[src/rtl/mem_arbiter_if.sv]
// Bus bundle between the arbiter, its two requesters (IF, LSU) and the backend.
// slave  : arbiter side
// master : requester/backend model side
interface mem_arbiter_if;
  logic        if_req;
  logic [31:0] if_addr;
  logic        if_gnt;
  logic        if_done;
  logic [31:0] if_data;

  logic        ls_req;
  logic        ls_we;
  logic [1:0]  ls_len;
  logic        ls_sext;
  logic [31:0] ls_addr;
  logic [31:0] ls_wdata;
  logic        ls_gnt;
  logic        ls_done;
  logic [31:0] ls_rdata;

  logic        be_valid;
  logic        be_we;
  logic [1:0]  be_len;
  logic [31:0] be_addr;
  logic [31:0] be_wdata;
  logic        be_ready;
  logic        be_done;
  logic [31:0] be_rdata;

  modport slave (
    input  if_req, if_addr,
    output if_gnt, if_done, if_data,
    input  ls_req, ls_we, ls_len, ls_sext, ls_addr, ls_wdata,
    output ls_gnt, ls_done, ls_rdata,
    output be_valid, be_we, be_len, be_addr, be_wdata,
    input  be_ready, be_done, be_rdata
  );

  modport master (
    output if_req, if_addr,
    input  if_gnt, if_done, if_data,
    output ls_req, ls_we, ls_len, ls_sext, ls_addr, ls_wdata,
    input  ls_gnt, ls_done, ls_rdata,
    input  be_valid, be_we, be_len, be_addr, be_wdata,
    output be_ready, be_done, be_rdata
  );
endinterface

[src/rtl/mem_arbiter.sv]
// Arbiter sharing the byte-serialising memory controller between instruction
// fetch (word reads) and the load/store unit. LSU has priority; a starvation
// counter forces IF through after STARVE_MAX LSU grants. IF fetches can be
// flushed; the backend transaction still completes but its result is dropped.
module mem_arbiter #(
  parameter int unsigned STARVE_MAX = 4
) (
  input  logic          clk_in,
  input  logic          rst_in,
  input  logic          rdy_in,
  input  logic          flush_in,
  mem_arbiter_if.slave  bus
);

  localparam int unsigned CW = $clog2(STARVE_MAX + 1);
  localparam logic [CW-1:0] STARVE_LIM = CW'(STARVE_MAX);

  localparam logic [1:0] S_IDLE  = 2'd0;
  localparam logic [1:0] S_ISSUE = 2'd1;
  localparam logic [1:0] S_WAIT  = 2'd2;

  localparam logic OWN_IF = 1'b0;
  localparam logic OWN_LS = 1'b1;

  logic [1:0]    state;
  logic          owner;
  logic          kill;
  logic [CW-1:0] starve_cnt;
  logic [1:0]    len_q;
  logic          sext_q;

  logic          if_gnt_q, if_done_q, ls_gnt_q, ls_done_q;
  logic [31:0]   if_data_q, ls_rdata_q;
  logic          be_valid_q, be_we_q;
  logic [1:0]    be_len_q;
  logic [31:0]   be_addr_q, be_wdata_q;

  logic          pick_if, pick_ls;
  logic [1:0]    ls_len_norm;
  logic [31:0]   ld_ext;

  assign bus.if_gnt   = if_gnt_q;
  assign bus.if_done  = if_done_q;
  assign bus.if_data  = if_data_q;
  assign bus.ls_gnt   = ls_gnt_q;
  assign bus.ls_done  = ls_done_q;
  assign bus.ls_rdata = ls_rdata_q;
  assign bus.be_valid = be_valid_q;
  assign bus.be_we    = be_we_q;
  assign bus.be_len   = be_len_q;
  assign bus.be_addr  = be_addr_q;
  assign bus.be_wdata = be_wdata_q;

  // Requester selection in IDLE: LSU first unless IF has starved long enough
  always_comb begin
    pick_if = bus.if_req & ~flush_in & (~bus.ls_req | (starve_cnt == STARVE_LIM));
    pick_ls = ~pick_if & bus.ls_req;
    ls_len_norm = (bus.ls_len == 2'b11) ? 2'b10 : bus.ls_len;
  end

  // Load result extension using the length/sign latched at grant
  always_comb begin
    ld_ext = bus.be_rdata;
    case (len_q)
      2'b00:   ld_ext = {{24{sext_q & bus.be_rdata[7]}},  bus.be_rdata[7:0]};
      2'b01:   ld_ext = {{16{sext_q & bus.be_rdata[15]}}, bus.be_rdata[15:0]};
      default: ld_ext = bus.be_rdata;
    endcase
  end

  // Transaction FSM, grant/done pulses, starvation counter and flush kill
  always_ff @(posedge clk_in or negedge rst_in) begin
    if (!rst_in) begin
      state      <= S_IDLE;
      owner      <= OWN_IF;
      kill       <= 1'b0;
      starve_cnt <= '0;
      len_q      <= '0;
      sext_q     <= 1'b0;
      if_gnt_q   <= 1'b0;
      if_done_q  <= 1'b0;
      if_data_q  <= '0;
      ls_gnt_q   <= 1'b0;
      ls_done_q  <= 1'b0;
      ls_rdata_q <= '0;
      be_valid_q <= 1'b0;
      be_we_q    <= 1'b0;
      be_len_q   <= '0;
      be_addr_q  <= '0;
      be_wdata_q <= '0;
    end else if (rdy_in) begin
      if_gnt_q  <= 1'b0;
      if_done_q <= 1'b0;
      ls_gnt_q  <= 1'b0;
      ls_done_q <= 1'b0;
      case (state)
        S_IDLE: begin
          if (pick_if) begin
            if_gnt_q   <= 1'b1;
            be_valid_q <= 1'b1;
            be_we_q    <= 1'b0;
            be_len_q   <= 2'b10;
            be_addr_q  <= bus.if_addr;
            be_wdata_q <= '0;
            len_q      <= 2'b10;
            sext_q     <= 1'b0;
            owner      <= OWN_IF;
            kill       <= 1'b0;
            starve_cnt <= '0;
            state      <= S_ISSUE;
          end else if (pick_ls) begin
            ls_gnt_q   <= 1'b1;
            be_valid_q <= 1'b1;
            be_we_q    <= bus.ls_we;
            be_len_q   <= ls_len_norm;
            be_addr_q  <= bus.ls_addr;
            be_wdata_q <= bus.ls_we ? bus.ls_wdata : '0;
            len_q      <= ls_len_norm;
            sext_q     <= bus.ls_sext;
            owner      <= OWN_LS;
            kill       <= 1'b0;
            if (bus.if_req && starve_cnt != STARVE_LIM)
              starve_cnt <= starve_cnt + 1'b1;
            state      <= S_ISSUE;
          end
        end
        S_ISSUE: begin
          if (flush_in && owner == OWN_IF)
            kill <= 1'b1;
          if (bus.be_ready) begin
            be_valid_q <= 1'b0;
            state      <= S_WAIT;
          end
        end
        S_WAIT: begin
          if (bus.be_done) begin
            state <= S_IDLE;
            kill  <= 1'b0;
            if (owner == OWN_IF) begin
              // flush arriving together with be_done also drops the fetch
              if (!kill && !flush_in) begin
                if_done_q <= 1'b1;
                if_data_q <= bus.be_rdata;
              end
            end else begin
              ls_done_q  <= 1'b1;
              ls_rdata_q <= be_we_q ? '0 : ld_ext;
            end
          end else if (flush_in && owner == OWN_IF) begin
            kill <= 1'b1;
          end
        end
        default: state <= S_IDLE;
      endcase
    end
  end

endmodule

[src/flat_wrapper.sv]
// flat-port wrapper written by rule: the top's interface ports become plain ports
module mem_arbiter_flat 
#(
  parameter int unsigned STARVE_MAX = 4
)
  (clk_in, rst_in, rdy_in, flush_in, bus_if_req, bus_if_addr, bus_if_gnt, bus_if_done, bus_if_data, bus_ls_req, bus_ls_we, bus_ls_len, bus_ls_sext, bus_ls_addr, bus_ls_wdata, bus_ls_gnt, bus_ls_done, bus_ls_rdata, bus_be_valid, bus_be_we, bus_be_len, bus_be_addr, bus_be_wdata, bus_be_ready, bus_be_done, bus_be_rdata);
  mem_arbiter_if bus_i ();
  input  logic clk_in;
  input  logic rst_in;
  input  logic rdy_in;
  input  logic flush_in;
  input wire logic [$bits(bus_i.if_req)-1:0] bus_if_req;
  input wire logic [$bits(bus_i.if_addr)-1:0] bus_if_addr;
  output wire logic [$bits(bus_i.if_gnt)-1:0] bus_if_gnt;
  output wire logic [$bits(bus_i.if_done)-1:0] bus_if_done;
  output wire logic [$bits(bus_i.if_data)-1:0] bus_if_data;
  input wire logic [$bits(bus_i.ls_req)-1:0] bus_ls_req;
  input wire logic [$bits(bus_i.ls_we)-1:0] bus_ls_we;
  input wire logic [$bits(bus_i.ls_len)-1:0] bus_ls_len;
  input wire logic [$bits(bus_i.ls_sext)-1:0] bus_ls_sext;
  input wire logic [$bits(bus_i.ls_addr)-1:0] bus_ls_addr;
  input wire logic [$bits(bus_i.ls_wdata)-1:0] bus_ls_wdata;
  output wire logic [$bits(bus_i.ls_gnt)-1:0] bus_ls_gnt;
  output wire logic [$bits(bus_i.ls_done)-1:0] bus_ls_done;
  output wire logic [$bits(bus_i.ls_rdata)-1:0] bus_ls_rdata;
  output wire logic [$bits(bus_i.be_valid)-1:0] bus_be_valid;
  output wire logic [$bits(bus_i.be_we)-1:0] bus_be_we;
  output wire logic [$bits(bus_i.be_len)-1:0] bus_be_len;
  output wire logic [$bits(bus_i.be_addr)-1:0] bus_be_addr;
  output wire logic [$bits(bus_i.be_wdata)-1:0] bus_be_wdata;
  input wire logic [$bits(bus_i.be_ready)-1:0] bus_be_ready;
  input wire logic [$bits(bus_i.be_done)-1:0] bus_be_done;
  input wire logic [$bits(bus_i.be_rdata)-1:0] bus_be_rdata;
  assign bus_i.if_req = bus_if_req;
  assign bus_i.if_addr = bus_if_addr;
  assign bus_if_gnt = bus_i.if_gnt;
  assign bus_if_done = bus_i.if_done;
  assign bus_if_data = bus_i.if_data;
  assign bus_i.ls_req = bus_ls_req;
  assign bus_i.ls_we = bus_ls_we;
  assign bus_i.ls_len = bus_ls_len;
  assign bus_i.ls_sext = bus_ls_sext;
  assign bus_i.ls_addr = bus_ls_addr;
  assign bus_i.ls_wdata = bus_ls_wdata;
  assign bus_ls_gnt = bus_i.ls_gnt;
  assign bus_ls_done = bus_i.ls_done;
  assign bus_ls_rdata = bus_i.ls_rdata;
  assign bus_be_valid = bus_i.be_valid;
  assign bus_be_we = bus_i.be_we;
  assign bus_be_len = bus_i.be_len;
  assign bus_be_addr = bus_i.be_addr;
  assign bus_be_wdata = bus_i.be_wdata;
  assign bus_i.be_ready = bus_be_ready;
  assign bus_i.be_done = bus_be_done;
  assign bus_i.be_rdata = bus_be_rdata;
  mem_arbiter #(.STARVE_MAX(STARVE_MAX)) u_core (.clk_in(clk_in), .rst_in(rst_in), .rdy_in(rdy_in), .flush_in(flush_in), .bus(bus_i));
endmodule
[config.mk]
export PLATFORM = sky130hd
export DESIGN_NAME = mem_arbiter_flat
export DESIGN_NICKNAME = d
export VERILOG_FILES = /design/src/rtl/mem_arbiter_if.sv /design/src/rtl/mem_arbiter.sv /design/src/flat_wrapper.sv
export SDC_FILE = /design/constraint.sdc
export NUM_CORES = 1
export LEC_CHECK = 0
export CAP_MARGIN = 25
export CORE_MARGIN = 1
export CORE_UTILIZATION = 47
export CTS_BUF_LIST = sky130_fd_sc_hd__clkbuf_4 sky130_fd_sc_hd__clkbuf_8
export DETAILED_ROUTE_END_ITERATION = 8
export PLACE_DENSITY = 0.89
export SLEW_MARGIN = 20
export SYNTH_ARGS = -nofsm -noshare
export SYNTH_HDL_FRONTEND = slang
export SYNTH_SLANG_ARGS = --single-unit
[constraint.sdc]
create_clock -name clk_in -period 3.2 [get_ports clk_in]
set_input_delay 0.64 -clock clk_in [delete_from_list [all_inputs] [get_ports clk_in]]
set_output_delay 0.64 -clock clk_in [all_outputs]
set_load 0.05 [all_outputs]
==> metrics.txt, run 1 <==
input/output buffers 275; Leak 4.170 nW; Ports 276; Num CTS Buffers 17; Synthesized Nets 769; final count of hold timing violations 0; synth unique cells 38; minimum clock period 2.602 ns; DRC errors left 0; Syn Std Cell Area 0.006200 mm²; die area 0.01365 mm²; CTS H-Tree Depth 4; Reg power frac 28.8%; gpl congestion 0.8349; WP data arrival 1.96 ns; RSZ-0062 raised after global routing no; worst setup path class register to output pin; Fill cells 880; Worst-Skew Late Latency 0.44 ns; final setup fails 0; Max transition margin 43.70%; Worst-Margin Slew 0.8444 ns; vias in the first global route 5678; Site Rows 41; PwrDens 1126 mW/mm²; Core ar. 0.01272 mm²; Root Driver clkbuf_8; number of flops mapped to enable cells by yosys 0; TritonCTS clock tree yes; Final ANT Viol Nets 0; Multi-input gate area 0.002351 mm²; Initial DRC Count 426; Synth area leaders dfrtp_1 58%, nand2_1 8.5%, mux2_2 6.2%; Final Slew Violations 0; slowest stage delay, CP 0.89 ns; Avg Cell Area, Syn 9.967 µm²; CP startpoint kind register; cts hold-fix bufs 0; CTS Buffer Depth 2; Async SR Flop Fraction 100.0%; largest area contributor in the netlist dfrtp_1; combinational share of power 56.7%; gr usage total 27.60%; CP Max Fanout 12; Ys Warns 0; DR WL/cell 17.18 µm; Synth top cells by count 144 x dfrtp_1, 140 x nand2_1, 69 x a21oi_1; NetSw 5.198 mW; Layout Area Growth over Synthesis 53.74%; register area 0.003603 mm²; most common cell in the netlist dfrtp_1; post-CTS resize count 0; Initial Utilization 48.73%; initial antenna violation count 1; status finished clean; sequential area share after synthesis 58.12%; clk slew on worst S/H paths 0.07 ns; Fmax achieved 384.3 MHz; routed vias/inst 5.267; Final period util 81.31%; Crit-path slowest cell clkdlybuf4s50_1; setup bufs post-CTS 0; drt pass-1 iters 5; area share of the largest cell type after synthesis 58.12%; nets@finish 1034; Mapped Cells 622; CTS Sinks 144; delay-heaviest family, CP buffers and inverters; Fin Hold WS 0.2719 ns; Clock power frac 14.5%; Detail Placement HPWL 12.88 mm; crit path buf inv count 1; post-synthesis register bit count 144; Peak VDD IR 0.9267 mV; worst path cell trace clkdlybuf4s50_1; share of post-route cells with drive strength above 1 9.556%; total grt overflow 0; first-pass GRT wire length 28.01 mm; setup TNS 0 ns; Internal 5.531 mW; largest net degree at the start of global routing 93; Main synth FF type dfrtp_1; Die Wd 116.9 µm; crit end category output pin; die height 116.9 µm; switching share of power 48.45%; skew final 0.01116 ns; via count 5652; Post-Route WL 18.43 mm; Min-Delay Path Class primary input to asynchronous set/reset pin; WP data required 2.56 ns; max cap viols 0
==> registers in the layout, indices dropped and copies added (netlist names) <==
| signal | flops |
|---|---|
| u_core.bus.be_addr | 32 |
| u_core.bus.if_gnt | 1 |
| u_core.state | 2 |
| u_core.bus.ls_done | 1 |
| u_core.kill | 1 |
| u_core.bus.be_wdata | 32 |
| u_core.bus.be_valid | 1 |
| u_core.bus.ls_gnt | 1 |
| u_core.bus.if_data | 32 |
| u_core.bus.be_we | 1 |
| u_core.starve_cnt | 3 |
| u_core.sext_q | 1 |
| u_core.owner | 1 |
| u_core.bus.if_done | 1 |
| u_core.bus.be_len | 2 |
| u_core.bus.ls_rdata | 32 |
==> final timing paths <==
kind | startpoint | end | slack, ns | cells after the start
worst min-delay path | rst_in | u_core.bus.if_data[3] | 0.27 | 1
min in group clk_in | u_core.bus.ls_rdata[15] | u_core.bus.ls_rdata[15] | 0.48 | 2
worst max register to register | u_core.state[0] | u_core.bus.be_wdata[25] | 1.02 | 6
worst min register to register | u_core.bus.ls_rdata[15] | u_core.bus.ls_rdata[15] | 0.48 | 2
worst max-delay path | u_core.bus.be_len[0] | bus_be_len[0] | 0.60 | 1
max in group asynchronous | rst_in | u_core.bus.be_addr[31] | 2.20 | 2
==> metrics by stage <==
step / area [µm²] / power, mW / util, % / setup WS (ns) / instances
2_1_floorplan: 6200 / 6.994 / - / 1.513 / 622
3_3_place_gp: 9091 / 9.049 / 71.46 / 0.6296 / 1040
3_5_place_dp: 9091 / 9.180 / 71.46 / 0.5783 / 1040
4_1_cts: 9529 / 10.78 / 74.90 / 0.5781 / 1072
5_1_grt: 9532 / 11.25 / 74.92 / 0.5053 / 1073
6_report: 9532 / 10.73 / 74.92 / 0.5981 / 1073
==> cells in the final DEF, fill, tap and decap left out, types with 2 or more instances in the layout <==
cell,synthesis,final
a21oi_1,69,69
a22o_1,2,2
buf_12,0,2
buf_4,1,11
bufinv_16,0,3
clkbuf_8,0,22
clkdlybuf4s50_1,0,274
clkinv_2,0,4
dfrtp_1,144,144
ha_1,7,7
inv_1,12,12
mux2_2,34,34
nand2_1,140,140
nand2b_1,12,12
nand4_1,2,2
nor2_1,43,43
nor2b_1,17,17
nor3_1,2,2
o21a_1,8,8
o21ai_0,15,15
o21ai_1,30,30
o22ai_1,2,2
o31ai_1,25,25
==> layout make-up <==
type                    count  area share (%)
clock buffers              23           3.255
flip-flops and latches    144           37.81
well taps                 172           2.258
multi-input cells         424           24.67
repair buffers            288           30.18
inverters                  12          0.4726
diodes                      1         0.02625
clock inverters             9           1.339
==> cells by family (layout without fill, tap and decap cells) <==
family / count (synthesis) / after routing / share of synthesized area [%]
mux: 35 / 35 / 6.337
compound gates: 159 / 159 / 14.93
simple gates: 223 / 223 / 15.10
flops: 144 / 144 / 58.12
other cells: 0 / 1 / 0
fa+ha+maj: 7 / 7 / 1.413
buf+inv: 54 / 332 / 4.097
==> power groups by stage <==
stage          sequential [mW]  combinational [mW]  clock [mW]
6_report                  3.09                6.08        1.56
5_1_grt                   3.19                6.39        1.66
4_1_cts                   3.09                6.11        1.58
3_5_place_dp              3.11                6.07           0
3_3_place_gp              3.07                5.97           0
2_1_floorplan             5.67                1.32           0
==> metal layers <==
layer / routed length, µm / vias to the layer above / share of wire [%] / GRT usage (%)
li1: - / 2619 / - / -
met1: 6854 / 2739 / 37 / 30.31
met2: 9257 / 261 / 50 / 47.65
met3: 1740 / 33 / 9.4 / 9.372
met4: 581 / 0 / 3.2 / 14.18
met5: 0 / - / 0 / 0
Note: power is estimated with default switching activity, not from simulation.
==> run 2, diff against run 1 <==
--- a/config.mk
+++ b/config.mk
@@ -7,10 +7,10 @@
 export LEC_CHECK = 0
 export CAP_MARGIN = 25
 export CORE_MARGIN = 1
-export CORE_UTILIZATION = 47
+export CORE_UTILIZATION = 39
 export CTS_BUF_LIST = sky130_fd_sc_hd__clkbuf_4 sky130_fd_sc_hd__clkbuf_8
 export DETAILED_ROUTE_END_ITERATION = 8
-export PLACE_DENSITY = 0.89
+export PLACE_DENSITY = 0.79
 export SLEW_MARGIN = 20
 export SYNTH_ARGS = -nofsm -noshare
 export SYNTH_HDL_FRONTEND = slang
==> constraint.sdc (replaced) <==
create_clock -name clk_in -period 2.3 [get_ports clk_in]
set_input_delay 0.46 -clock clk_in [delete_from_list [all_inputs] [get_ports clk_in]]
set_output_delay 0.46 -clock clk_in [all_outputs]
set_load 0.05 [all_outputs]
==> run 2 against run 1 <==
Worst setup slack lost 0.43 ns. Combinational power grew 40%. Sequential power grew 38%. Hold slack gained 0.20 ns. Non-clock buffer count grew 8. Critical endpoint is now bus_be_wdata[23]. Largest cell class unchanged. Largest power group unchanged. Highest routed layer unchanged.
==> metrics.txt, run 2 (same netlist as run 1, synthesis figures left out) <==
input/output buffers 275 (unchanged); gpl congestion 0.7654 (-8.3%); HP Start u_core.bus.ls_rdata[25]; total grt overflow 0 (unchanged); via count 5479 (-3.1%); commonest non-fill, non-tap cell in the layout clkdlybuf4s50_1; setup TNS 0 ns (unchanged); commonest cells after routing, fill and taps aside 272 x clkdlybuf4s50_1, 144 x dfrtp_1, 140 x nand2_1, 69 x a21oi_1, 43 x nor2_1; Num CTS Buffers 17 (unchanged); TritonCTS clock tree yes; Leak 4.251 nW (+1.9%); crit path buf inv count 1 (unchanged); CP Max Fanout 2 (-10); Placed Cells 1086 (+4.4%); CTS Buffer Depth 2 (unchanged); Worst Hold End u_core.bus.ls_rdata[25]; worst path cell trace clkdlybuf4s50_1; setup bufs post-CTS 0 (unchanged); clk slew on worst S/H paths 0.08 ns (about the same); Core ar. 0.01537 mm² (+21%); RSZ-0062 raised after global routing no; vias in the first global route 5629 (-0.86%); Worst-Margin Slew 0.5634 ns (-0.2810 ns); DR WL/cell 15.93 µm (-7.3%); fin cells 1118 (+4.2%); DRC errors left 0 (unchanged); gr usage total 22.79% (-4.8 points); delay-heaviest family, CP buffers and inverters; WP data required 1.84 ns (-0.72 ns); Initial DRC Count 232 (-46%); final count of hold timing violations 0 (unchanged); CP startpoint kind register; final setup fails 0 (unchanged); initial antenna violation count 0 (-1); Cell Area, Placed 0.009313 mm² (+2.4%); Ports 276 (unchanged); Initial Utilization 40.33% (-8.4 points); post-CTS resize count 0 (unchanged); Fill cells 1277 (+45%); Die Wd 128.1 µm (+9.6%); R2R depth 6 (unchanged); CTS Sinks 144 (unchanged); r2r setup slk 0.53 ns (-0.49 ns); Site Rows 45 (+9.8%); Root Driver clkbuf_8; Max transition margin 62.32% (+19 points); antenna diode count 0 (-1); Power Total 14.97 mW (+40%); status finished clean; crit end category output pin; nets@finish 1042 (+0.77%); PwrDens 1535 mW/mm² (+36%); Reg-to-Reg End u_core.state[0]; largest net degree at the start of global routing 66 (-29%); routed vias/inst 4.901 (-7.0%); Post-Layout Inst Area 0.009753 mm² (+2.3%); cts hold-fix bufs 1 (+1); R2R Path Start u_core.state[0]; WP data arrival 1.67 ns (-0.29 ns); minimum clock period 2.128 ns; Final ANT Viol Nets 0 (unchanged); max cap viols 0 (unchanged); slowest stage delay, CP 0.86 ns (-0.03 ns); skew final 0.008806 ns (-0.002357 ns); first-pass GRT wire length 28.65 mm (+2.3%); Detail Placement HPWL 12.55 mm (-2.5%); Final period util 92.51%; drt pass-1 iters 4 (-1); Hold Path Depth 2; Worst-Skew Late Latency 0.45 ns (about the same); Final Slew Violations 0 (unchanged); Peak VDD IR 0.9076 mV (-2.1%); die area 0.01640 mm² (+20%); Layout Area Growth over Synthesis 57.32%; crit path from u_core.bus.be_wdata[23]; CTS H-Tree Depth 4 (unchanged); Post-Route WL 17.81 mm (-3.4%); Crit-path slowest cell clkdlybuf4s50_1; die height 128.1 µm (+9.6%); Fmax achieved 470.0 MHz; share of post-route cells with drive strength above 1 10.36% (+0.81 points); worst setup path class register to output pin; Min-Delay Path Class register to register
run 2: changes by cell type in the layout (fill, tap and decap cells not counted), sizes merged:
cell           delta
clkinvlp          +1
dlygate4sd3       +1
bufinv            +1
diode             -1
clkdlybuf4s50     -2
buf               +9
clkbuf            -3
run 2: routing by layer:
layer,global-route usage (%),wire (µm),vias to the layer above,part of all wire (%)
met5,0,0,-,0
met2,39.58,8888,212,50
met4,7.474,233,0,1.3
met1,25.43,6967,2618,39
li1,-,-,2628,-
met3,9.140,1717,21,9.6
run 2: layout make-up:
class	instances	area, µm²	area share (%)
clock buffer	20	269.0	2.758
timing repair buffer	296	3059	31.37
clock inverter	11	161.4	1.655
tap	211	264.0	2.707
multi-input combinational	424	2351	24.11
sequential	144	3603	36.95
inverter	12	45.04	0.4618
run 2: stage by stage:
| stage | hold WS, ns | setup slack [ns] | util [%] |
|---|---|---|---|
| floorplan | 0.1644 | 0.6133 | - |
| global placement | 0.4258 | 0.2292 | 60.59 |
| detailed placement | 0.4259 | 0.2094 | 60.59 |
| CTS | 0.4820 | 0.1325 | 63.45 |
| global route | 0.5095 | 0.1203 | 63.45 |
| finish | 0.4762 | 0.1722 | 63.45 |
run 2: power by group:
group | switching (mW) | internal (mW)
logic | 5.57 | 2.94
registers | 0.632 | 3.63
clock network | 0.955 | 1.24
total | 7.16 | 7.81
run 2: how the worst max path moves through the flow:
stage,endpoint,slack (ns),cells after the start
3_3_place_gp,u_core.bus.be_valid,0.23,6
2_1_floorplan,u_core.bus.ls_rdata[16],0.61,6
5_1_grt,bus_be_wdata[23],0.12,1
6_report,bus_be_wdata[23],0.17,1
4_1_cts,bus_be_wdata[23],0.13,1
3_5_place_dp,u_core.bus.be_valid,0.21,6
